**config.mk**
```make
export PLATFORM = sky130hd
export DESIGN_NAME = dmem_access_unit
export DESIGN_NICKNAME = d
export VERILOG_FILES = /design/src/rtl/dmem_access_pkg.sv /design/src/rtl/dmem_load_align.sv /design/src/rtl/dmem_access_unit.sv
export SDC_FILE = /design/constraint.sdc
export NUM_CORES = 1
export LEC_CHECK = 0
export BUFFER_PORTS_ARGS = -buffer_cell sky130_fd_sc_hd__buf_2
export CAP_MARGIN = 20
export CORE_MARGIN = 5
export CORE_UTILIZATION = 49
export DETAILED_ROUTE_END_ITERATION = 12
export PLACE_DENSITY = 0.76
export SETUP_SLACK_MARGIN = 0.02
export SLEW_MARGIN = 10
export SYNTH_ARGS = -nofsm -noshare
export SYNTH_HDL_FRONTEND = slang
export SYNTH_HIERARCHICAL = 1
export SYNTH_SLANG_ARGS = --single-unit
```
**constraint.sdc**
```tcl
create_clock -name clk -period 2.7 [get_ports clk]
set_clock_uncertainty 0.2 [all_clocks]
set_input_delay 0.81 -clock clk [delete_from_list [all_inputs] [get_ports clk]]
set_output_delay 0.81 -clock clk [all_outputs]
set_load 0.02 [all_outputs]
```
**src/rtl/dmem_access_pkg.sv**
```systemverilog
// Shared types, funct3 encodings and store-lane helpers for the MEM-stage data-memory access unit.
package dmem_access_pkg;

   localparam int unsigned XLEN  = 32;
   localparam int unsigned CNT_W = 32;

   typedef enum logic [1:0] {
      IDLE,
      WAIT,
      DONE
   } state_e;

   localparam logic [2:0] LB  = 3'd0;
   localparam logic [2:0] LH  = 3'd1;
   localparam logic [2:0] LW  = 3'd2;
   localparam logic [2:0] LBU = 3'd4;
   localparam logic [2:0] LHU = 3'd5;
   localparam logic [2:0] SB  = 3'd0;
   localparam logic [2:0] SH  = 3'd1;
   localparam logic [2:0] SW  = 3'd2;

   typedef struct packed {
      logic [XLEN-1:0] addr;
      logic [XLEN-1:0] wdata;
      logic [2:0]      funct3;
      logic            is_store;
   } req_t;

   // size is funct3[1:0]: 00 byte, 01 half, 10 word
   function automatic logic is_misaligned(input logic [1:0] size, input logic [1:0] off);
      case (size)
         2'b10:   return off != 2'b00;
         2'b01:   return off[0];
         default: return 1'b0;
      endcase
   endfunction

   function automatic logic [3:0] store_mask(input logic [1:0] size, input logic [1:0] off);
      case (size)
         2'b00:   return 4'b0001 << off;
         2'b01:   return 4'b0011 << {off[1], 1'b0};
         default: return 4'b1111;
      endcase
   endfunction

   function automatic logic [XLEN-1:0] store_data(input logic [1:0] size, input logic [XLEN-1:0] wdata);
      case (size)
         2'b00:   return {4{wdata[7:0]}};
         2'b01:   return {2{wdata[15:0]}};
         default: return wdata;
      endcase
   endfunction

   function automatic logic [CNT_W-1:0] sat_inc(input logic [CNT_W-1:0] cnt);
      return (cnt == '1) ? cnt : cnt + CNT_W'(1);
   endfunction

endpackage

```
**src/rtl/dmem_load_align.sv**
```systemverilog
// Selects the addressed byte/half from a cache word and sign- or zero-extends it.
module dmem_load_align
   import dmem_access_pkg::*;
(
   input  logic [XLEN-1:0] rdata,
   input  logic [1:0]      offset,
   input  logic [2:0]      funct3,
   output logic [XLEN-1:0] load_data_c
);

   logic [7:0]  byte_sel;
   logic [15:0] half_sel;

   always_comb begin
      byte_sel = 8'(rdata >> {offset, 3'b000});
      half_sel = offset[1] ? rdata[31:16] : rdata[15:0];
      case (funct3)
         LB:      load_data_c = {{24{byte_sel[7]}}, byte_sel};
         LBU:     load_data_c = {24'h0, byte_sel};
         LH:      load_data_c = {{16{half_sel[15]}}, half_sel};
         LHU:     load_data_c = {16'h0, half_sel};
         default: load_data_c = rdata;
      endcase
   end

endmodule

```
**src/rtl/dmem_access_unit.sv**
```systemverilog
// MEM-stage data-memory access unit: issues one held cache request per load/store,
// returns a one-cycle dmem_resp with aligned load data, flags misalignment, counts activity.
module dmem_access_unit
   import dmem_access_pkg::*;
(
   input  logic             clk,
   input  logic             rst,
   input  logic             dmem_read,
   input  logic             dmem_write,
   input  logic [XLEN-1:0]  mem_addr_i,
   input  logic [XLEN-1:0]  mem_wdata_i,
   input  logic [2:0]       funct3_i,
   output logic             dmem_resp,
   output logic [XLEN-1:0]  load_data,
   output logic             misalign,
   output logic [XLEN-1:0]  mem_address,
   output logic             mem_read,
   output logic             mem_write,
   output logic [3:0]       mem_wmask,
   output logic [XLEN-1:0]  mem_wdata,
   input  logic [XLEN-1:0]  mem_rdata,
   input  logic             mem_resp,
   input  logic             clear_counters,
   output logic [CNT_W-1:0] load_count,
   output logic [CNT_W-1:0] store_count,
   output logic [CNT_W-1:0] stall_count
);

   state_e          state_q, state_d;
   req_t            req_q, req_d, req_in, issue;
   logic            dropped_q, dropped_d;
   logic            req_valid_c;
   logic [XLEN-1:0] aligned_c;

   logic            dmem_resp_d, misalign_d, mem_read_d, mem_write_d;
   logic [XLEN-1:0] load_data_d, mem_address_d, mem_wdata_d;
   logic [3:0]      mem_wmask_d;

   dmem_load_align u_align (
      .rdata       (mem_rdata),
      .offset      (req_q.addr[1:0]),
      .funct3      (req_q.funct3),
      .load_data_c (aligned_c)
   );

   always_comb begin
      req_valid_c = dmem_read | dmem_write;
      req_in      = '{addr: mem_addr_i, wdata: mem_wdata_i, funct3: funct3_i, is_store: dmem_write};
      issue       = (state_q == IDLE) ? req_in : req_q;
   end

   // Next state and next registered outputs; cache-side fields are rebuilt from the issuing request.
   always_comb begin
      state_d       = state_q;
      req_d         = req_q;
      dropped_d     = dropped_q;
      dmem_resp_d   = 1'b0;
      load_data_d   = '0;
      misalign_d    = 1'b0;
      mem_address_d = '0;
      mem_read_d    = 1'b0;
      mem_write_d   = 1'b0;
      mem_wmask_d   = 4'b0000;
      mem_wdata_d   = '0;
      case (state_q)
         IDLE: begin
            if (req_valid_c) begin
               req_d = req_in;
               if (is_misaligned(funct3_i[1:0], mem_addr_i[1:0])) begin
                  state_d     = DONE;
                  dmem_resp_d = 1'b1;
                  misalign_d  = 1'b1;
               end else begin
                  state_d   = WAIT;
                  dropped_d = 1'b0;
               end
            end
         end
         WAIT: begin
            if (!req_valid_c) dropped_d = 1'b1;
            if (mem_resp) begin
               // An abandoned request still finishes its cache transaction, silently.
               if (dropped_q || !req_valid_c) begin
                  state_d = IDLE;
               end else begin
                  state_d     = DONE;
                  dmem_resp_d = 1'b1;
                  load_data_d = req_q.is_store ? '0 : aligned_c;
               end
            end
         end
         DONE:    state_d = IDLE;
         default: state_d = IDLE;
      endcase
      if (state_d == WAIT) begin
         mem_address_d = {issue.addr[XLEN-1:2], 2'b00};
         mem_read_d    = !issue.is_store;
         mem_write_d   = issue.is_store;
         mem_wmask_d   = issue.is_store ? store_mask(issue.funct3[1:0], issue.addr[1:0]) : 4'b0000;
         mem_wdata_d   = issue.is_store ? store_data(issue.funct3[1:0], issue.wdata) : '0;
      end
   end

   always_ff @(posedge clk or negedge rst) begin
      if (!rst) begin
         state_q     <= IDLE;
         req_q       <= '0;
         dropped_q   <= 1'b0;
         dmem_resp   <= 1'b0;
         load_data   <= '0;
         misalign    <= 1'b0;
         mem_address <= '0;
         mem_read    <= 1'b0;
         mem_write   <= 1'b0;
         mem_wmask   <= 4'b0000;
         mem_wdata   <= '0;
      end else begin
         state_q     <= state_d;
         req_q       <= req_d;
         dropped_q   <= dropped_d;
         dmem_resp   <= dmem_resp_d;
         load_data   <= load_data_d;
         misalign    <= misalign_d;
         mem_address <= mem_address_d;
         mem_read    <= mem_read_d;
         mem_write   <= mem_write_d;
         mem_wmask   <= mem_wmask_d;
         mem_wdata   <= mem_wdata_d;
      end
   end

   // Saturating perf counters; completions counted during the DONE cycle.
   always_ff @(posedge clk or negedge rst) begin
      if (!rst) begin
         load_count  <= '0;
         store_count <= '0;
         stall_count <= '0;
      end else if (clear_counters) begin
         load_count  <= '0;
         store_count <= '0;
         stall_count <= '0;
      end else begin
         if (state_q == DONE && !misalign) begin
            if (req_q.is_store) store_count <= sat_inc(store_count);
            else                load_count  <= sat_inc(load_count);
         end
         if (state_q == WAIT) stall_count <= sat_inc(stall_count);
      end
   end

endmodule
```
==> run metrics, run 1 <==
status finished, final reports clean; Root Driver clkbuf_16; chip width 172 um; Clock Latency Late Sink 570 ps; antenna-violating nets left 0; largest net degree at the start of global routing 73; Iter 0 DRT Violations 1109; Max Cap Viol 0; post-DR vias/cell 5.71; vias in the first global route 11600; # DRC 0; final setup fails 0; Mean Syn Cell Area 9.05 sq um; FILL cells 2159; CP Launch Type flop; combinational family with the most area after synthesis simple AND/OR/NAND/NOR gates; initial antenna violation count 10; core area 25900 sq um; Flop pwr share 35.9%; I/O pins 305; Most used DFF post-synth dfrtp_1; maximum vdd drop 850 uV; Async SR Flop Fraction 100%; fin nets 1839; Synth Cell Area 12800 sq um; mux cell area share after synthesis 3.09%; switching share of power 38.5%; Post-DP HPWL 26200 um; register area 6740 sq um; Port Buffer Count 302; worst hold path type in2reg; synthesis-stage register bit count 269; fmax 0.388 GHz; clk buf depth 3; critical path data arrival time 2860 ps; DRT Pass-1 Iters 5; Starting Density 49.5%; total power 15800 uW; final period utilization 95.5%; Total Routing Usage GR 24.6%; Tightest Pin Transition 752 ps; Comb power frac 36.7%; Simple-Gate Fraction of Synth Area 27.9%; Placed Instance Area 15100 sq um; Clock Sinks 269; Clock power frac 27.4%; Post-Synth Adder-Cell Area 0.488%; CTS H-tree lvls 1; critical path type reg2reg; Req. time, crit path 2980 ps; DIE HEIGHT 172 um; CTS buffer count 31; Tmin final 2580 ps; worst-path fanout max 8; Fin Setup TNS 0 ps; Slew Viols, Final 0; post-CTS setup buffer count 0; final hold violations 0; routability cong. 0.908; Syn. warnings 6; max_slew headroom 49.4%; Worst R2R Setup Slack 120 ps; CTS tree done; Sw Pwr 6060 uW; Gate Count Post-Synth 1416; sequential share of the synthesized area 52.5%; Die Area 29500 sq um; Clk pin slew, worst setup/hold paths 60 ps; DR vias 12000; xor and xnor area share after synthesis 0.683%; Leak 0.00800 uW; Netlist cell types 73; post-synthesis compound-gate area fraction 12.3%; num rows 59; Internal 9690 uW; unrepaired setup endpoints after global routing no; pwr dens 973 nW/um^2; Crit. End Element flop; layout cells sized above 1 26.5%; wire per inst 17.9 um; EDFF count, synth 0; post-route cell area 16200 sq um; P&R area growth vs syn 26.3%; final global-route overflow total 0; area of the multi-input gates 5790 sq um; first-pass GRT wire length 59800 um; DRT Wirelength 37600 um
[cell type report]
| type | count | area share, % |
|---|---|---|
| Antenna cell | 9 | 0.139 |
| Timing Repair Buffer | 360 | 13.0 |
| Clock buffer | 46 | 5.63 |
| Inverter | 12 | 0.278 |
| Tap cell | 335 | 2.59 |
| Clock inverter | 12 | 0.982 |
| Sequential cell | 269 | 41.7 |
| Multi-Input combinational cell | 1055 | 35.8 |
[synthesized netlist by cell type, drive strengths merged, types with 2 or more instances]
library cell,instances,area (sq um)
o21bai,3,33.8
nand2,378,1420
o41ai,2,17.5
dfrtp,269,6730
ha,5,62.6
nor2b,10,62.6
a221oi,3,26.3
clkbuf,66,248
or4,34,263
o21ai,58,290
nor4,16,106
buf,14,86.3
a211oi,9,67.6
a31o,3,26.3
clkinv,2,7.51
and2,34,213
nor2,65,244
o31ai,29,218
a2111oi,5,43.8
and3,19,119
mux2,11,124
xnor2,9,78.8
a21oi,124,621
nand3,44,225
or2,3,18.8
or4b,4,40.0
nor3,21,105
and4,8,70.1
inv,10,37.5
o22a,2,17.5
a31oi,4,25.0
nor4b,2,17.5
nor3b,8,71.3
or3,44,278
nand4,34,225
a22oi,8,60.1
o211ai,3,22.5
mux2i,25,250
nand3b,3,22.5
nand2b,6,37.5
[sequential cells by signal (all words and copies together), names as in the netlist, 4 cells and up]
signal and cells:
load_count 32, load_data 32, mem_address 30, mem_wdata 32
mem_wmask 4, req_q 68, stall_count 32, store_count 32
[power groups by stage]
stage	Clock (uW)	Sequential, uW	Combinational (uW)
floorplan	0	6250	3000
global placement	0	5680	5620
detailed placement	0	5680	5770
CTS	4400	5640	5790
global route	4590	5770	6350
finish	4320	5650	5780
[path summary, 6_finish.rpt]
kind	depth (start not counted)	from	to
min reg2reg	2	req_q[13]$_DFFE_PN0P_	req_q[13]$_DFFE_PN0P_
max reg2reg	5	load_count[13]$_DFFE_PN0P_	load_count[30]$_DFFE_PN0P_
min	3	mem_wdata_i[14]	req_q[18]$_DFFE_PN0P_
max in group asynchronous	3	rst	store_count[1]$_DFFE_PN0P_
min in group asynchronous	2	rst	load_data[30]$_DFF_PN0_
max	5	load_count[13]$_DFFE_PN0P_	load_count[30]$_DFFE_PN0P_
[worst max-delay path, stage by stage, from the launching register on]
cell     delay [ps]
dfrtp_1         440
nand4_2         180
or4_4           570
or4_4           480
or4_1           490
a21oi_1         140
[routing by layer]
layer | share of wire, % | track usage, %
met5 | 0.091 | 0
met4 | 3.6 | 9.13
met3 | 8.5 | 6.48
met2 | 47 | 39.2
met1 | 41 | 32.7
[per-stage QoR]
stage / utilization (%) / hold WS [ps] / std cells / worst slack (ps)
after global placement: 58.2 / 257 / 2030 / 146
final: 62.5 / 248 / 2098 / 121
after floorplan: - / 245 / 1417 / 14.0
after global routing: 62.4 / 241 / 2095 / 25.3
after CTS: 62.3 / 227 / 2089 / 65.6
after detailed placement: 58.2 / 262 / 2030 / 53.0
[cells by family (layout without fill, tap and decap cells)]
kind of cell               count (synthesis)  in the layout
DFF                                      269            269
buffers and inverters                     93            430
and+or+nand+nor                          736            736
adders and majority gates                  5              5
other                                      1             11
xor gates and xnor gates                  10             10
muxes                                     37             37
AOI/OAI and AO/OA                        265            265
[what timing repair did]
item | 4_1_cts | 5_1_grt
resized for setup | 0 | 3
endpoints found under the setup margin | 0 | 7
endpoints found under the hold margin | 12 | 0
hold buffers | 1 | 0
[cell usage in the layout, fill, tap and decap left out, types with 9 or more instances in the layout]
master and instances:
a211oi_1 9, a21oi_1 124, and2_1 34, and3_1 19, buf_12 11, buf_2 301
buf_4 46, clkbuf_16 31, dfrtp_1 260, dfrtp_2 9, diode_2 9, inv_1 10
mux2_2 11, mux2i_1 25, nand2_1 376, nand3_1 43, nand4_1 32, nor2_1 63
nor2b_1 10, nor3_1 21, nor4_1 15, o21ai_0 57, o31ai_1 29, or3_1 41
or4_1 29, xnor2_1 9
No activity file was read; power rests on OpenSTA's default activity.
==> run 2: changes to the inputs <==
- GPL_TIMING_DRIVEN: not set -> 0
- PLACE_DENSITY: 0.76 -> 0.8
==> run 2 against run 1 <==
Compared with the run above:
- register-to-register slack got worse by 60 ps
- routed wire length increased by 6.4%
- critical path depth rose by 1
- non-clock buffer count rose by 37
- core utilization rose by 0.10 points
- global-route usage grew 1.3 points
- die area unchanged
- setup slack lost 62 ps
- via count up 2.7%
- largest cell class unchanged
- highest routed layer unchanged
==> run metrics, run 2 (synthesized netlist as in run 1, its figures left out) <==
Iter 0 DRT Violations 1347 (+21%); final setup fails 0 (unchanged); largest net degree at the start of global routing 78 (+6.8%); Starting Density 49.5% (unchanged); Worst R2R Start load_count[1]$_DFFE_PN0P_; Worst R2R Setup Slack 60 ps (-60 ps); Clock power frac 26.6% (-0.8 points); final hold violations 0 (unchanged); WP buf/inv 0 (unchanged); max_slew headroom 49.2% (-0.19 points); hold_sp req_q[48]$_DFFE_PN0P_; critical path data arrival time 2900 ps (+40 ps); worst-path fanout max 8 (unchanged); Tmin final 2640 ps (+62.4 ps); post-route setup slack 58.3 ps (-62.4 ps); most frequent cells in the layout 374 x nand2_1, 310 x buf_2, 259 x dfrtp_1; num rows 59 (unchanged); Port Buffer Count 302 (unchanged); worst r2r path cells 6 (+1); antenna-violating nets left 0 (unchanged); CTS buffer count 29 (-6.5%); worst path cell trace ha_4 -> nand4_4 -> or4_4 -> or4_4 -> or4_1 -> a21oi_1; critical path type reg2reg; first-pass GRT wire length 62100 um (+3.8%); Clock Latency Late Sink 540 ps (-30 ps); Fin Setup TNS 0 ps (unchanged); # DRC 0 (unchanged); worst slack at placement -791 ps (-844 ps); wire per inst 18.8 um (+5.0%); Tightest Pin Transition 755 ps (+2.81 ps); CP most frequent cell or4_4; max incr delay on CP 570 ps (about the same); Internal 9470 uW (-2.3%); Clk pin slew, worst setup/hold paths 70 ps (about the same); final period utilization 97.8% (+2.3 points); Biggest register req_q; dominant delay contributor by cell family on the critical path simple AND/OR/NAND/NOR gates; Crit. End Element flop; status finished, final reports clean; Root Driver clkbuf_16; Flop pwr share 36.3% (+0.4 points); Max Cap Viol 0 (unchanged); I/O pins 305 (unchanged); post-DR vias/cell 5.78 (+1.4%); routability cong. 0.888 (-2.2%); vias in the first global route 11700 (+0.99%); Slew Viols, Final 0 (unchanged); Total Routing Usage GR 25.9% (+1.3 points); initial antenna violation count 11 (+1); core area 25900 sq um (unchanged); CTS tree done; Post-DP HPWL 28400 um (+8.4%); fmax 0.379 GHz (-2.4%); Sw Pwr 6090 uW (+0.43%); Clock Sinks 269 (unchanged); DRT Pass-1 Iters 6 (+1); Hold Crit Depth 2 (-1); Hold EP req_q[48]$_DFFE_PN0P_; max FFs per register 68 (unchanged); unrepaired setup endpoints after global routing yes; Comb power frac 37.1% (+0.4 points); pwr dens 960 nW/um^2 (-1.4%); clk buf depth 3 (unchanged); DIE HEIGHT 172 um (unchanged); worst hold path type reg2reg; layout cells sized above 1 27.2% (+0.72 points); chip width 172 um (unchanged); CTS H-tree lvls 1 (unchanged); slowest library cell on the worst path or4_4; maximum vdd drop 820 uV (-3.4%); Req. time, crit path 2960 ps (-20 ps); switching share of power 39.1% (+0.64 points); worst reg2reg path endpoint load_count[30]$_DFFE_PN0P_; Die Area 29500 sq um (unchanged); DRT Wirelength 40000 um (+6.4%); DR vias 12300 (+2.7%); most common cell after layout, fill and taps aside nand2_1; P&R area growth vs syn 26.5%; Leak 0.00797 uW (-0.27%); CP Launch Type flop; final global-route overflow total 0 (unchanged); fin nets 1874 (+1.9%)
==> run 2: cell count changes in the layout (fill, tap and decap cells not counted), sizes merged <==
| cell | delta |
|---|---|
| diode | -3 |
| buf | -24 |
| dlygate4sd1 | +1 |
| clkbuf | +56 |
| inv | -2 |
==> run 2: what timing repair did <==
action	CTS	global route
hold endpoints to repair	41	0
resized for setup	41	42
hold buffers	1	0
buffers inserted	7	9
setup endpoints to repair	167	139
pin swaps	4	6
==> run 2: how the worst max path moves through the flow <==
stage | start | to | slack [ps] | cells past startpoint
final | load_count[1]$_DFFE_PN0P_ | load_count[30]$_DFFE_PN0P_ | 60 | 6
after global routing | state_q[0]$_DFF_PN0_ | store_count[29]$_DFFE_PN0P_ | -5 | 6
after CTS | state_q[0]$_DFF_PN0_ | store_count[25]$_DFFE_PN0P_ | 20 | 6
after detailed placement | funct3_i[1] | mem_wdata[27]$_DFF_PN0_ | -790 | 5
after global placement | rst | store_count[1]$_DFFE_PN0P_ | -4860 | 1
after floorplan | load_count[1]$_DFFE_PN0P_ | load_count[30]$_DFFE_PN0P_ | 10 | 8
==> run 2: tightest hold or removal path: stages, from the launching register on <==
cell,delay [ps]
dfrtp_1,340
nand2_1,50
nand2_1,50
==> run 2: per-layer routing <==
| metal | up-vias | track usage (%) | share of wire, % |
|---|---|---|---|
| li1 | 5685 | - | - |
| met2 | 560 | 41.6 | 47 |
| met5 | - | 0 | 0.21 |
| met3 | 100 | 6.14 | 9.0 |
| met1 | 5938 | 35.2 | 41 |
| met4 | 14 | 7.93 | 3.0 |
==> run 2: area by class of cell <==
cell class                      instances  area, sq um
Clock inverter                         10          125
Sequential cell                       269         6740
Clock buffer                           42          875
Tap cell                              335          419
Buffer                                 75          362
Multi-Input combinational cell       1055         5890
Antenna cell                            6         15.0
Fill cell                            2198         9700
Timing Repair Buffer                  322         1730
Inverter                               12         50.0
==> run 2: power groups by stage <==
| stage | Combinational [uW] | Clock [uW] | Sequential [uW] |
|---|---|---|---|
| 2_1_floorplan | 3000 | 0 | 6250 |
| 3_3_place_gp | 5450 | 0 | 5660 |
| 3_5_place_dp | 5570 | 0 | 5680 |
| 4_1_cts | 5680 | 4200 | 5640 |
| 5_1_grt | 6340 | 4380 | 5750 |
| 6_report | 5770 | 4140 | 5650 |
==> run 2: stage by stage <==
stage / hold slack [ps] / std cells / power, uW / util [%] / cell area, sq um
2_1_floorplan: 245 / 1417 / 9250 / - / 12900
3_3_place_gp: 257 / 2054 / 11100 / 57.1 / 14800
3_5_place_dp: 262 / 2057 / 11200 / 57.5 / 14900
4_1_cts: 255 / 2114 / 15500 / 62.0 / 16100
5_1_grt: 269 / 2124 / 16500 / 62.6 / 16200
6_report: 272 / 2126 / 15600 / 62.6 / 16200
